--- src/rtl/cfeb_rx_pkg.sv ---
// Shared types and constants for the CFEB frame receiver.
package cfeb_rx_pkg;

  typedef enum logic [1:0] {
    S_IDLE = 2'd0,
    S_DATA = 2'd1,
    S_DROP = 2'd2
  } rx_state_t;

  // WR_DATA layout: {OVLP, SOF, EOF, data[15:0]}
  localparam int WD_W        = 19;
  localparam int OVLP_BIT    = 18;
  localparam int SOF_BIT     = 17;
  localparam int EOF_BIT     = 16;
  localparam int WPF_DEFAULT = 100;
  localparam int CNT_W       = 10;

endpackage

--- src/rtl/cfeb_rx_xchk.sv ---
// XOR accumulator over frame payload words; compares the running value with a trailer.
module cfeb_rx_xchk (
  input  logic        clk,
  input  logic        rst,
  input  logic        sof,
  input  logic        acc_en,
  input  logic [15:0] din,
  output logic        match
);

  logic [15:0] sum;

  // A SOF word restarts the sum with itself instead of clearing to zero first.
  always_ff @(posedge clk or posedge rst) begin
    if (rst) begin
      sum <= 16'h0000;
    end else if (acc_en) begin
      sum <= sof ? din : (sum ^ din);
    end
  end

  assign match = (sum == din);

endmodule

--- src/rtl/cfeb_frame_rx.sv ---
// CFEB frame receiver: delimits frames, checks length/checksum, tags words for the FIFO.
// Checksum hardware is built only when CFEB_FRAME_RX_XCHK_EN is defined.
module cfeb_frame_rx
  import cfeb_rx_pkg::*;
#(
  parameter int WPF = WPF_DEFAULT,
  parameter int FCW = 8
) (
  input  logic            CLK,
  input  logic            RST,
  input  logic [15:0]     OUT,
  input  logic            LPUSH_B,
  input  logic            ENDWORD,
  input  logic            OVERLAP,
  input  logic            FIFO_FULL,
  input  logic            CLR_ERR,
  output logic            WR_EN,
  output logic [WD_W-1:0] WR_DATA,
  output logic            FRAME_DONE,
  output logic [FCW-1:0]  FRAME_CNT,
  output logic            LEN_ERR,
  output logic            XCHK_ERR,
  output logic            OVF_ERR,
  output logic            BUSY,
  output logic [1:0]      dbg_state
);

  localparam logic [CNT_W-1:0] WPF_C = CNT_W'(WPF);

  logic [15:0]      out_q;
  logic             push_q, end_q, ovl_q;
  rx_state_t        state, state_n;
  logic [CNT_W-1:0] cnt, cnt_n;
  logic             ovlp, ovlp_n;
  logic             wr_n, sof_n, eof_n, done_n, len_n, ovf_n, chk_n;
  logic [WD_W-1:0]  wd_n;
  logic             trailer_ok;

  always_ff @(posedge CLK or posedge RST) begin
    if (RST) begin
      out_q  <= 16'h0000;
      push_q <= 1'b0;
      end_q  <= 1'b0;
      ovl_q  <= 1'b0;
    end else begin
      out_q  <= OUT;
      push_q <= ~LPUSH_B;
      end_q  <= ENDWORD;
      ovl_q  <= OVERLAP;
    end
  end

`ifdef CFEB_FRAME_RX_XCHK_EN
  cfeb_rx_xchk u_xchk (
    .clk    (CLK),
    .rst    (RST),
    .sof    (sof_n),
    .acc_en (wr_n & ~end_q),
    .din    (out_q),
    .match  (trailer_ok)
  );
`else
  assign trailer_ok = 1'b1;
`endif

  always_comb begin
    state_n = state;
    cnt_n   = cnt;
    ovlp_n  = ovlp;
    wr_n    = 1'b0;
    sof_n   = 1'b0;
    eof_n   = 1'b0;
    done_n  = 1'b0;
    len_n   = 1'b0;
    ovf_n   = 1'b0;
    chk_n   = 1'b0;
    case (state)
      S_IDLE: begin
        if (push_q) begin
          if (FIFO_FULL) begin
            ovf_n   = 1'b1;
            state_n = end_q ? S_IDLE : S_DROP;
          end else begin
            wr_n   = 1'b1;
            sof_n  = 1'b1;
            eof_n  = end_q;
            ovlp_n = ovl_q;
            cnt_n  = CNT_W'(1);
            if (end_q) len_n = 1'b1;
            else       state_n = S_DATA;
          end
        end
      end
      S_DATA: begin
        if (push_q) begin
          if (FIFO_FULL) begin
            ovf_n   = 1'b1;
            state_n = end_q ? S_IDLE : S_DROP;
          end else begin
            wr_n  = 1'b1;
            eof_n = end_q;
            cnt_n = cnt + 1'b1;
            if (end_q) begin
              state_n = S_IDLE;
              if (cnt_n != WPF_C) len_n  = 1'b1;
              else if (trailer_ok) done_n = 1'b1;
              else                 chk_n  = 1'b1;
            end else if (cnt_n == WPF_C) begin
              len_n   = 1'b1;
              state_n = S_DROP;
            end
          end
        end
      end
      S_DROP: begin
        if (push_q && end_q) state_n = S_IDLE;
      end
      default: state_n = S_IDLE;
    endcase

    wd_n = '0;
    if (wr_n) begin
      wd_n[15:0]     = out_q;
      wd_n[OVLP_BIT] = ovlp_n;
      wd_n[SOF_BIT]  = sof_n;
      wd_n[EOF_BIT]  = eof_n;
    end
  end

  // Sticky flags: a new error in the same cycle as CLR_ERR keeps the flag set.
  always_ff @(posedge CLK or posedge RST) begin
    if (RST) begin
      state      <= S_IDLE;
      cnt        <= '0;
      ovlp       <= 1'b0;
      WR_EN      <= 1'b0;
      WR_DATA    <= '0;
      FRAME_DONE <= 1'b0;
      FRAME_CNT  <= '0;
      LEN_ERR    <= 1'b0;
      XCHK_ERR   <= 1'b0;
      OVF_ERR    <= 1'b0;
    end else begin
      state      <= state_n;
      cnt        <= cnt_n;
      ovlp       <= ovlp_n;
      WR_EN      <= wr_n;
      WR_DATA    <= wd_n;
      FRAME_DONE <= done_n;
      if (done_n) FRAME_CNT <= FRAME_CNT + 1'b1;
      LEN_ERR    <= (LEN_ERR  & ~CLR_ERR) | len_n;
      XCHK_ERR   <= (XCHK_ERR & ~CLR_ERR) | chk_n;
      OVF_ERR    <= (OVF_ERR  & ~CLR_ERR) | ovf_n;
    end
  end

  assign BUSY      = (state != S_IDLE);
  assign dbg_state = state;

endmodule
--- config.mk ---
export PLATFORM = sky130hd
export DESIGN_NAME = cfeb_frame_rx
export DESIGN_NICKNAME = d
export VERILOG_FILES = /design/src/rtl/cfeb_rx_pkg.sv /design/src/rtl/cfeb_rx_xchk.sv /design/src/rtl/cfeb_frame_rx.sv
export SDC_FILE = /design/constraint.sdc
export NUM_CORES = 1
export LEC_CHECK = 0
export CAP_MARGIN = 15
export CORE_MARGIN = 8
export CORE_UTILIZATION = 44
export CTS_CLUSTER_DIAMETER = 40
export DETAILED_ROUTE_END_ITERATION = 16
export PLACE_DENSITY = 0.78
export SLEW_MARGIN = 20
export SYNTH_ARGS = -nofsm -noshare
export SYNTH_HDL_FRONTEND = slang
export SYNTH_HIERARCHICAL = 1
export SYNTH_SLANG_ARGS = --single-unit
export TNS_END_PERCENT = 30
--- constraint.sdc ---
create_clock -name CLK -period 2.17 [get_ports CLK]
set_clock_uncertainty 0.2 [all_clocks]
set_input_delay 0.5425 -clock CLK [delete_from_list [all_inputs] [get_ports CLK]]
set_output_delay 0.5425 -clock CLK [all_outputs]
set_load 0.02 [all_outputs]
Word level (Yosys, flattened, before mapping):

Index checks and enable logic that the tools add are counted.

* flip-flop bits (word level): 64
* output and inout bits: 35

* eq/ne operators: 11
* bitwise logic cells: 7
* add/sub/neg operators: 2
* reduce and logical (&&, ||, !) cells: 7
* multiplexer cells: 43

Operators with widths (number)
* 2-to-1 mux 10 bit: 4
* 2-to-1 mux 1 bit: 26
* one-hot mux 10 bit (2 select lines): 1
* 2-to-1 mux 19 bit: 1
* 2-to-1 mux 2 bit: 9
* adder 10 x 1 -> 10 bit, second input constant: 1
* equality test 10 x 7 -> 1 bit, second input constant: 1
* != test 10 x 7 -> 1 bit, second input constant: 1
* != test 2 bit, second input constant: 5
* AND reduction 5 bit: 2
* adder 8 x 1 -> 8 bit, second input constant: 1
* one-hot mux 2 bit (3 select lines): 1
* != test 4 bit, second input constant: 1
* nonzero test 2 bit: 2
* AND 1 bit: 3
* != test 3 bit, second input constant: 1
* equality test 2 x 1 -> 1 bit, second input constant: 1
* equality test 2 bit, second input constant: 1
* logical NOT 2 bit: 1
* NOT 1 bit: 2
* OR 1 bit: 2
* one-hot mux 1 bit (2 select lines): 1
* OR reduction 2 bit: 1
* logical AND 1 bit: 1

Depth between registers and ports, before layout:

Gate-level depths: netlist of the first run.

* depth after elaboration: 8
* depth in mapped cells: 7

Worst setup path before layout of the first run:

OpenSTA, ideal clock, no wires.

* path kind: reg2reg
* from: reg cnt[0]
* to: reg FRAME_CNT[5]
* clock period less this slack: 2005 ps
* cell stages (with the launch flop): 8
* arrival time: 1676 ps
* setup time: 129 ps
* path slack: 165 ps
* path buffers: 0
* required time: 1841 ps
* cell sequence: dfrtp_1 -> ha_1 -> nor4b_1 -> and4_1 -> ha_1 -> and3_1 -> nand4_1 -> xnor2_1

* cells in the longest elaborated chain, start to end: 7

RTL lines
* start, declared: line cfeb_frame_rx.sv:33 `logic [CNT_W-1:0] cnt, cnt_n;`
* start signal, assigned: line cfeb_frame_rx.sv:145 `cnt <= cnt_n;`
* adder 10 x 1 -> 10 bit: line cfeb_frame_rx.sv:102 `cnt_n = cnt + 1'b1;`
* != test 10 x 7 -> 1 bit: line cfeb_frame_rx.sv:105 `if (cnt_n != WPF_C) len_n = 1'b1;`
* 2-to-1 mux 1 bit: line cfeb_frame_rx.sv:105
* 2-to-1 mux 1 bit: line cfeb_frame_rx.sv:103 `if (end_q) begin`
* 2-to-1 mux 1 bit: line cfeb_frame_rx.sv:96 `if (FIFO_FULL) begin`
* 2-to-1 mux 1 bit: line cfeb_frame_rx.sv:95 `if (push_q) begin`
* 2-to-1 mux 1 bit: line cfeb_frame_rx.sv:77 `case (state)`
* end signal, assigned: line cfeb_frame_rx.sv:150 `if (done_n) FRAME_CNT <= FRAME_CNT + 1'b1;`
* end, declared: line cfeb_frame_rx.sv:20 `output logic [FCW-1:0] FRAME_CNT,`

Every way passes these cells.
A chain may end at the register's enable or synchronous reset.

Final worst setup path of the first run:

* from: reg FRAME_CNT[4]
* to: out FRAME_CNT[4]

No word-level cell between the ends.

==> results of run 1 <==
==> cell families after synthesis <==
| logic type | synth area share |
|---|---|
| flip-flops | 0.6780 |
| adder cells (fa/ha/maj) | 0.01589 |
| multiplexers | 0.02648 |
| AND/OR/NAND/NOR | 0.1510 |
| buffers and inverters | 0.02965 |
| XOR/XNOR | 0.02595 |
| AO/OA/AOI/OAI | 0.07310 |
==> power groups by stage <==
stage | clock [W] | combinational, W | sequential, W
2_1_floorplan | 0 | 0.000115 | 0.00135
3_3_place_gp | 0 | 0.000317 | 0.00131
3_5_place_dp | 0 | 0.000326 | 0.00131
4_1_cts | 0.00112 | 0.000324 | 0.00129
5_1_grt | 0.00117 | 0.000345 | 0.00130
6_report | 0.00109 | 0.000318 | 0.00129
==> worst max-delay path by stage <==
stage / startpoint / endpoint / slack [ns] / depth (start not counted)
after global placement: FIFO_FULL / cnt[5] / -0.03 / 4
after global routing: cnt[1] / FRAME_CNT[7] / -0.05 / 7
after floorplan: cnt[0] / FRAME_CNT[5] / 0.17 / 7
final: FRAME_CNT[4] / FRAME_CNT[4] / 0.07 / 1
after CTS: FRAME_CNT[0] / FRAME_CNT[0] / 0.001 / 1
after detailed placement: FIFO_FULL / cnt[6] / -0.09 / 4
==> synthesized netlist by cell type, types with 2 or more instances <==
library cell	number
nand3_1	6
nor3_1	2
and3_1	4
inv_1	9
nand2_1	8
buf_2	3
xnor2_1	7
a21oi_1	3
o22ai_1	2
mux2i_1	4
and2_1	18
dfrtp_1	64
nor2_1	3
nand4_1	6
ha_1	3
nor2b_1	2
mux2_2	2
a31oi_1	6
o21ai_0	6
and4_1	3
==> cell type report <==
type	count	area [um^2]	area share
flip-flops and latches	64	1602	0.4755
repair buffers	72	730.7	0.2169
multi-input cells	100	696.9	0.2069
clock buffers	13	148.9	0.04421
well taps	70	87.58	0.02600
clock inverters	3	65.06	0.01932
inverters	9	37.54	0.01114
==> flip-flops by register name, indices dropped and copies added, names as in the netlist <==
signal,count
FRAME_DONE,1
cnt,10
FRAME_CNT,8
LEN_ERR,1
OVF_ERR,1
out_q,16
XCHK_ERR,1
ovlp,1
push_q,1
ovl_q,1
dbg_state,2
WR_EN,1
WR_DATA,19
end_q,1
==> through the flow <==
stage	std cells	worst slack, ns	instance area (um^2)	hold slack (ns)	TNS, ns
5_1_grt	331	-0.04721	3368	0.2662	-0.05720
4_1_cts	331	0.001263	3349	0.2528	0
6_report	331	0.07277	3368	0.2507	0
2_1_floorplan	179	0.1652	2366	0.2277	0
3_3_place_gp	315	-0.03346	3138	0.2292	-0.08543
3_5_place_dp	315	-0.09005	3138	0.2372	-0.3126
==> routing by layer <==
layer / part of all wire / GRT usage
met5: 0 / 0
met4: 0.014 / 0.04985
met3: 0.073 / 0.05423
met2: 0.51 / 0.2411
met1: 0.40 / 0.1641
==> results.cfg, run 1 <==
[worst_setup_path]
worstSetupPathType = reg -> out
cp_slowest_cell = clkdlybuf4s50_1
cp_num_buf_inv = 1
start_kind = register
r2r_end = FRAME_CNT[7]
critPathRequiredTime_ns = 1.43
max_stage_delay_ns = 0.62
ff2ff_setup_slack_ns = 0.10
crit_arrival_ns = 1.35
worst-r2r-cell-count = 7
cp_top_family = buffers and inverters
crit_chain = clkdlybuf4s50_1
path_max_fanout = 4
timing.rr.start = cnt[1]
crit_path_end_kind = primary output

[drt]
drt_iter0_markers = 66
wirelength_mm = 5.290
vias = 1664
first_pass_iters = 4
routedWlPerCell_um = 15.98
drc = 0
routed_via_density = 5.027
detail-route-antenna-nets = 0

[synthesis]
synth_edf_count = 0
seq_area_frac_synth = 0.6780
synth_top_flop_cell = dfrtp_1
synth_top_area_share = 0.6780
synth_cell_types = 38
syn_avg_cell_area_um2 = 13.20
synth_area_leaders = dfrtp_1 (68%), and2_1 (4.8%), xnor2_1 (2.6%)
async_reset_ff_frac = 1.000
syn-cell-area_mm2 = 0.002362
yosys_register_bits = 64
synth_area_leader_cell = dfrtp_1
synth.net_count = 205
synth_warnings = 6
netlist_instances = 179

[global_routing]
first_global_vias = 1743
antenna_found_initial = 0
grt_max_degree = 31
grt_pass1_wl_mm = 8.473
grt_usage = 0.1437
gr-total-overflow = 0

[sta]
slew_viol_final = 0
worst_pin_slew_ns = 0.2947
finalCritPeriodShare = 0.9665
setup_viol = 0
layout_min_cycle_time_ns = 2.097
rsz0062_at_grt = yes
fmax_mhz = 476.8
relSlewSlack = 0.8010
report.final.hold_viol_count = 0

[finish]
layout_common_cells = dfrtp_1 (64), clkdlybuf4s50_1 (50), and2_1 (18), buf_4 (12), clkbuf_8 (10)
final_common_cell = dfrtp_1
finish.utilization = 0.6553
fin_nets = 282
areaGrowthSynthToFinish_pct = 42.58
fill_cells = 414
drive_gt1_frac = 0.1418
antennaDiodeCount = 0

[die]
rows = 26
die_height_um = 89.27
initial_core_util = 0.4596
die_width_um = 89.27
design.die.area_mm2 = 0.007969
ios = 58
coreArea_mm2 = 0.005140

[power_and_ir_drop]
ir_worst_vdd_mv = 0.3806
sw_frac_of_total = 0.2207
seq_power_share = 0.479
power_density_mw_per_mm2 = 800.4
p_int_w = 0.002101
power.switching_w = 0.0005951
leakage_nw = 1.608
power.share.clock = 0.403
combPwrFrac = 0.118
p_total_w = 0.002696

[cts]
post-cts-setup-buffers = 0
ctsResizeCount = 2
cts_buffers = 9
cts_tree = done
root_buffer = clkbuf_8
clk_latency_ns = 0.33
cts_hold_buf = 0
htreeDepth = 3
clock-sinks = 64
clk_pin_slew_ns = 0.07
clk_path_buf_depth = 2

[placement]
hpwlAfterDp_mm = 3.733
place_congestion = 0.8486
port_buffers = 57

[worst_hold_path]
worstHoldPathCells = 1
hold_path_end = WR_DATA[14]
hp-class = reg -> reg
hold_start = out_q[14]

[job]
drv_cap = 0

[outcome]
status = completed
(Power assumes the default switching activity.)
==> inputs of run 2 (changes only) <==
Settings changed: GPL_TIMING_DRIVEN set to 0.
==> run 2 against run 1 <==
  * Maximum frequency shrank 0.39%
  * Hold slack lost 0.0032 ns
  * Setup slack worse by 0.0083 ns
  * Die area unchanged
  * Register-to-register slack barely moved
  * Final area fell by 0.74%
  * Total power grew 0.46%
  * Via count down 1.8%
  * Combinational power decreased by 6%
  * Cell count shrank 1.5%
  * Critical path depth did not move
  * Clock-buffer cell count down 4
==> results.cfg, run 2 (same netlist as run 1, synthesis figures left out) <==
[worst_setup_path]
crit_arrival_ns = 1.36
cp_num_buf_inv = 1
critPathCapture = FRAME_CNT[5]
ff2ff_setup_slack_ns = 0.11
timing.rr.start = cnt[1]
r2r_end = FRAME_CNT[7]
critPathRequiredTime_ns = 1.43
worst-r2r-cell-count = 7
start_kind = register
cp_top_family = buffers and inverters
startpoint = FRAME_CNT[5]
crit_chain = clkdlybuf4s50_1
path_max_fanout = 3
crit_path_end_kind = primary output
cp_slowest_cell = clkdlybuf4s50_1
max_stage_delay_ns = 0.64
cp.depth = 1
worstSetupPathType = reg -> out

[worst_hold_path]
hp-class = reg -> reg

[drt]
drc = 0
detail-route-antenna-nets = 0
routedWlPerCell_um = 16.22
routed_via_density = 5.012
drt_iter0_markers = 58
first_pass_iters = 4
vias = 1634
wirelength_mm = 5.288

[power_and_ir_drop]
p_total_w = 0.002708
power.switching_w = 0.0006489
p_int_w = 0.002060
power_density_mw_per_mm2 = 810.1
power.share.clock = 0.410
ir_worst_vdd_mv = 0.5275
seq_power_share = 0.480
combPwrFrac = 0.110
sw_frac_of_total = 0.2396
leakage_nw = 1.566

[cts]
htreeDepth = 3
root_buffer = clkbuf_8
cts_hold_buf = 0
cts_buffers = 9
cts_tree = done
clk_latency_ns = 0.33
clock-sinks = 64
clk_pin_slew_ns = 0.08
clk_path_buf_depth = 2

[finish]
final_common_cell = dfrtp_1
fill_cells = 393
antennaDiodeCount = 0
top_regs = WR_DATA (19), out_q (16), cnt (10)
drive_gt1_frac = 0.1484
registers.top_by_ff_count = WR_DATA
areaGrowthSynthToFinish_pct = 41.53
layout_common_cells = dfrtp_1 (63), clkdlybuf4s50_1 (51), and2_1 (18), clkbuf_8 (10)
final_cells = 326
fin_nets = 277
largest_reg_flops = 19

[sta]
report.final.hold_viol_count = 0
layout_min_cycle_time_ns = 2.106
slew_viol_final = 0
worst_pin_slew_ns = 0.4500
fmax_mhz = 474.9
setup_viol = 0
rsz0062_at_grt = yes
finalCritPeriodShare = 0.9703
relSlewSlack = 0.6994

[die]
coreArea_mm2 = 0.005140
die_height_um = 89.27
ios = 58
die_width_um = 89.27
design.die.area_mm2 = 0.007969
rows = 26
initial_core_util = 0.4596

[global_routing]
first_global_vias = 1676
antenna_found_initial = 0
grt_max_degree = 28
grt_usage = 0.1435
gr-total-overflow = 0
grt_pass1_wl_mm = 8.397

[placement]
hpwlAfterDp_mm = 3.754
port_buffers = 57
place_congestion = 0.8608
placed_cells = 308

[outcome]
status = completed

[job]
drv_cap = 0
-- run 2: cell count changes in the layout (fill, tap and decap cells not counted), moves of 2 or more --
cell / delta
buf_4: -9
buf_2: +3
buf_12: -2
clkbuf_1: -2
ha_1: -2
ha_4: +2
-- run 2: cell type report --
type / instances / area [um^2] / share of cell area
Buffer: 6 / 42.54 / 0.01272
Clock buffer: 9 / 123.9 / 0.03705
Clock inverter: 7 / 95.09 / 0.02844
Inverter: 9 / 37.54 / 0.01123
Multi-Input combinational cell: 100 / 716.9 / 0.2144
Sequential cell: 64 / 1603 / 0.4794
Tap cell: 70 / 87.58 / 0.02620
Timing Repair Buffer: 61 / 636.9 / 0.1905
-- run 2: layer usage --
metal,GRT usage,wire length [um],vias to the layer above
met5,0,0,-
met4,0.08157,93,0
met3,0.03585,343,8
met2,0.2269,2641,60
met1,0.1746,2210,795
li1,-,-,771
-- run 2: worst min-delay path by stage --
stage,slack (ns),depth (start not counted),to,from
6_report,0.25,1,WR_DATA[5],out_q[5]
4_1_cts,0.25,1,WR_DATA[15],out_q[15]
5_1_grt,0.26,1,WR_DATA[5],out_q[5]
3_3_place_gp,0.23,1,WR_DATA[2],out_q[2]
2_1_floorplan,0.23,1,WR_DATA[0],out_q[0]
3_5_place_dp,0.24,1,WR_DATA[2],out_q[2]
-- run 2: per-stage QoR --
stage | setup WS [ns] | setup TNS (ns) | cell area (um^2) | hold slack (ns) | utilization
floorplan | 0.1652 | 0 | 2366 | 0.2277 | -
global placement | -0.1563 | -7.012 | 3024 | 0.2284 | 0.5884
detailed placement | -0.2380 | -4.866 | 3072 | 0.2371 | 0.5976
CTS | 0.005919 | 0 | 3308 | 0.2511 | 0.6436
global route | -0.02285 | -0.04337 | 3343 | 0.2570 | 0.6504
finish | 0.06450 | 0 | 3343 | 0.2475 | 0.6504
-- run 2: what timing repair did --
action                                  in CTS  in global routing
buffers inserted                             2                  0
endpoints found under the setup margin       6                 14
resized for setup                            9                  9
pin swaps                                    1                  1
-- run 2: power groups by stage --
stage	sequential, W	clock [W]	combinational, W
floorplan	0.00135	0	0.000115
global placement	0.00131	0	0.000279
detailed placement	0.00132	0	0.000300
CTS	0.00130	0.00114	0.000301
global route	0.00131	0.00118	0.000325
finish	0.00130	0.00111	0.000299
==> inputs of run 3 (changes only) <==
Settings changed: CORE_MARGIN 8 to 5.
==> run 3 against run 2 <==
  * First-iteration DRC count rose to 2.5 times the previous value
  * Total power about the same
  * Hold slack lost 0.0022 ns
  * Critical endpoint is now FRAME_CNT[2]
  * Highest routed layer unchanged
==> results.cfg, run 3 (same netlist as run 1, synthesis figures left out) <==
[outcome]
status = completed

[cts]
clock-sinks = 64
cts_tree = done
clk_latency_ns = 0.34
clk_pin_slew_ns = 0.07
cts_hold_buf = 0
cts_buffers = 9
root_buffer = clkbuf_8
clk_path_buf_depth = 2
htreeDepth = 3

[die]
die_width_um = 83.27
ios = 58
coreArea_mm2 = 0.005172
initial_core_util = 0.4567
die_height_um = 83.27
rows = 26
design.die.area_mm2 = 0.006934

[drt]
drc = 0
vias = 1599
detail-route-antenna-nets = 0
first_pass_iters = 4
routed_via_density = 4.905
drt_iter0_markers = 147
wirelength_mm = 4.777
routedWlPerCell_um = 14.65

[finish]
registers.top_by_ff_count = WR_DATA
final_common_cell = dfrtp_1
antennaDiodeCount = 0
drive_gt1_frac = 0.1484
top_regs = WR_DATA (19), out_q (16), cnt (10)
areaGrowthSynthToFinish_pct = 41.79
stdcell_area_mm2 = 0.003349
final_cells = 326
fin_nets = 278
largest_reg_flops = 19
layout_common_cells = dfrtp_1 (64), clkdlybuf4s50_1 (52), and2_1 (18), clkbuf_8 (11)

[power_and_ir_drop]
power.share.clock = 0.409
leakage_nw = 1.542
sw_frac_of_total = 0.2297
p_int_w = 0.002087
p_total_w = 0.002709
combPwrFrac = 0.112
ir_worst_vdd_mv = 0.4592
power_density_mw_per_mm2 = 808.8
power.switching_w = 0.0006223
seq_power_share = 0.478

[job]
drv_cap = 0

[sta]
relSlewSlack = 0.7198
rsz0062_at_grt = no
fmax_mhz = 469.0
worst_pin_slew_ns = 0.4193
layout_min_cycle_time_ns = 2.132
slew_viol_final = 0
tns_ns = 0
finalCritPeriodShare = 0.9827
setup_viol = 0
report.final.hold_viol_count = 0

[worst_setup_path]
cp_num_buf_inv = 1
r2r_end = FRAME_CNT[7]
path_max_fanout = 5
crit_path_end_kind = primary output
cp_slowest_cell = clkdlybuf4s50_1
cp_top_family = buffers and inverters
start_kind = register
crit_arrival_ns = 1.39
crit_chain = clkdlybuf4s50_1
worstSetupPathType = reg -> out
max_stage_delay_ns = 0.64
worst-r2r-cell-count = 7
critPathRequiredTime_ns = 1.43
startpoint = FRAME_CNT[2]
timing.rr.start = cnt[1]
ff2ff_setup_slack_ns = 0.11

[placement]
placed_cells = 308
hpwlAfterDp_mm = 3.228
place_area_mm2 = 0.003079
port_buffers = 57
place_congestion = 0.7927

[global_routing]
grt_pass1_wl_mm = 7.707
antenna_found_initial = 0
grt_max_degree = 28
grt_usage = 0.1436
gr-total-overflow = 0
first_global_vias = 1596

[worst_hold_path]
hp-class = reg -> reg
hold_path_end = WR_DATA[8]
hold_start = out_q[8]
worstHoldPathCells = 1
## run 3: how the worst max path moves through the flow
stage,depth (start not counted),slack [ns],end
global route,1,0.006,FRAME_CNT[2]
detailed placement,5,-0.19,FRAME_CNT[1]
finish,1,0.04,FRAME_CNT[2]
CTS,7,0.004,FRAME_CNT[7]
global placement,4,-0.16,ovlp
floorplan,7,0.17,FRAME_CNT[5]
## run 3: timing repair
item                       CTS  global route
setup buffers                1             2
cloned                       0             0
resized for setup           11             6
pin swaps                    1             1
setup endpoints to repair    6             7
## run 3: metal layers
metal  vias up  part of all wire  GRT usage
met5         -                 0          0
met4         0             0.021    0.08470
met3        12             0.065    0.04356
met2        57              0.49     0.2238
met1       764              0.42     0.1757
li1        766                 -          -
## run 3: final cells by class
cell class	instances	area [um^2]
Buffer	6	43.79
Clock buffer	10	137.6
Clock inverter	5	81.33
Fill cell	382	1823
Inverter	9	37.54
Multi-Input combinational cell	100	714.4
Sequential cell	64	1602
Tap cell	70	87.58
Timing Repair Buffer	62	645.6
## run 3: metrics by stage
stage / util / hold WS (ns) / setup slack, ns
after floorplan: - / 0.2277 / 0.1652
after global placement: 0.5847 / 0.2292 / -0.1587
after detailed placement: 0.5953 / 0.2322 / -0.1943
after CTS: 0.6413 / 0.2474 / 0.003784
after global routing: 0.6476 / 0.2677 / 0.006355
final: 0.6476 / 0.2452 / 0.03760
## run 3: power groups by stage
stage / registers, W / clock network, W / logic (W)
global route: 0.00130 / 0.00119 / 0.000328
global placement: 0.00131 / 0 / 0.000277
floorplan: 0.00135 / 0 / 0.000115
detailed placement: 0.00132 / 0 / 0.000296
CTS: 0.00130 / 0.00113 / 0.000297
finish: 0.00130 / 0.00111 / 0.000304
==> RTL edit (config.mk and constraints of run 3) <==
`WR_DATA` no longer has a reset.
--- a/src/rtl/cfeb_frame_rx.sv
+++ b/src/rtl/cfeb_frame_rx.sv
@@ -136,3 +136,2 @@
       WR_EN      <= 1'b0;
-      WR_DATA    <= '0;
       FRAME_DONE <= 1'b0;
@@ -147,3 +146,2 @@
       WR_EN      <= wr_n;
-      WR_DATA    <= wd_n;
       FRAME_DONE <= done_n;
@@ -156,2 +154,6 @@
 
+  always_ff @(posedge CLK) begin
+    WR_DATA <= wd_n;
+  end
+
   assign BUSY      = (state != S_IDLE);
Behaviour: differs if RST is asserted again (counterexample within 4 cycles, from zero or initial values and one cycle with RST high); with RST held inactive, the same outputs for 10 cycles.
==> RTL edit against run 3 <==
  * Cell area fell by 1.1%
  * Sequential share of layout area fell by 2.3 points
  * Power rose by 3.2%
  * Sequential cell count did not move
  * Combinational power rose by 6%
  * Area after synthesis fell by 1.7%
  * Utilization rose by 0.090 points
  * Non-clock buffer count rose by 4
  * Routed wire length fell by 2.1%
  * Worst setup slack improved by 14 ps
==> RTL edit: results (changes against run 3) <==
stage	metric	value	unit	change
synthesis	post-synthesis net count	215		+4.9%
sta	Fin Hold WS	240	ps	-5.24 ps
synthesis	Seq/Total Area, Yosys	64.9	%	-2.9 points
power_and_ir_drop	LEAKAGE	1.52	nW	-1.7%
placed_design	placed insts	317		+2.9%
synthesis	synth unique cells	44		+16%
synthesis	Synth Area in Compound Gates	7.65	%	+0.34 points
routing	metal3 WL	325	um	+4.8%
cells_and_area	Fillers	385		+0.79%
worst_hold_path	hold path start	out_q[1]		
synthesis	XOR/XNOR share of the synthesized area	2.64	%	+0.045 points
worst_setup_path	Max stage delay on crit path	400	ps	-240 ps
global_routing	vias in the first global route	1683		+5.5%
placed_design	DP Area	3000	um2	-2.6%
global_routing	pin count of the biggest net entering global routing	31		+11%
routing	Detailed Route WL	4680	um	-2.1%
placed_design	GP Congestion	0.826		+4.2%
worst_setup_path	FF-to-FF Start	cnt[0]		
worst_setup_path	Crit Path Max Fanout	10		+5
synthesis	Avg Cell Area, Syn	12.3	um2	-6.9%
global_routing	wire length of the first global-routing pass	7890	um	+2.3%
global_routing	Total GRT Usage	16.0	%	+1.6 points
synthesis	mux share of post-synthesis cell area	1.83	%	-0.82 points
status	run status	complete, no violations		
placed_design	hpwl dp	3100	um	-3.9%
routing	initial drt markers	59		-60%
synthesis	Post-synth top cells	45 x dfrtp_1, 19 x and2_1, 19 x dfxtp_1		
cells_and_area	layout cells sized above 1	17.2	%	+2.3 points
sta	relative slew slack	72.3	%	+0.33 points
synthesis	dominant cells by area after synthesis	dfrtp_1 48%, dfxtp_1 16%, and2_1 5.1%		
cells_and_area	nets@finish	289		+4.0%
worst_hold_path	Worst Hold End	WR_DATA[1]		
synthesis	adder-cell share of the synthesized area	1.62	%	+0.027 points
power_and_ir_drop	worst vdd ir	502	uV	+9.4%
worst_setup_path	slowest CP cell	dfrtp_1		
worst_setup_path	R2R setup slack	130	ps	+20 ps
[RTL edit: cell types whose count changed after synthesis, sizes merged, moves of 3 or more]
cell	before	now
nand2	8	13
dfxtp	0	19
nor2	3	6
o311ai	1	4
o211ai	0	4
inv	9	6
or3	1	5
a31oi	6	1
dfrtp	64	45
o21ai	6	2
[RTL edit: final cells by class]
type / instances / area [um2] / area share, %
flip-flops and latches: 64 / 1510 / 45.5
plain buffers: 9 / 62.6 / 1.89
repair buffers: 63 / 634 / 19.2
multi-input cells: 110 / 769 / 23.2
inverters: 6 / 22.5 / 0.680
clock buffers: 10 / 138 / 4.16
well taps: 70 / 87.6 / 2.64
clock inverters: 6 / 91.3 / 2.76
[RTL edit: timing repair]
item | in CTS | in global routing
cloned | 0 | 0
gates resized for setup | 16 | 8
setup endpoints to repair | 7 | 9
hold buffers | 0 | 0
setup buffers | 3 | 2
[RTL edit: worst max-delay path by stage]
stage	startpoint	endpoint	slack [ps]	cells after the start
2_1_floorplan	cnt[0]	FRAME_CNT[1]	130	6
3_3_place_gp	RST	cnt[8]	-510	2
3_5_place_dp	dbg_state[0]	BUSY	-320	4
4_1_cts	dbg_state[0]	BUSY	-10	4
5_1_grt	cnt[0]	FRAME_CNT[5]	6	7
6_report	dbg_state[0]	BUSY	50	4
[RTL edit: power by group]
part | total (mW) | switching (mW) | internal (mW)
combinational | 0.321 | 0.152 | 0.168
sequential | 1.32 | 0.0559 | 1.26
clock | 1.16 | 0.474 | 0.684
total | 2.80 | 0.682 | 2.11
[RTL edit: stage by stage]
stage	total power, mW	worst slack, ps
6_report	2.80	52.0
5_1_grt	2.93	6.16
3_3_place_gp	1.62	-513
2_1_floorplan	1.49	126
4_1_cts	2.82	-12.8
3_5_place_dp	1.63	-322
[RTL edit: kinds of logic (layout without fill, tap and decap cells)]
group	Yosys count	in the layout
fa+ha+maj	3	3
xor+xnor	7	7
flops	64	64
buf+inv	15	94
mux	4	4
compound gates	21	21
simple gates	75	75
[RTL edit: routing by layer]
metal  up-vias  GRT usage [%]
li1        805              -
met4         0           7.35
met2        46           26.8
met3         9           5.97
met1       795           18.0
met5         -              0
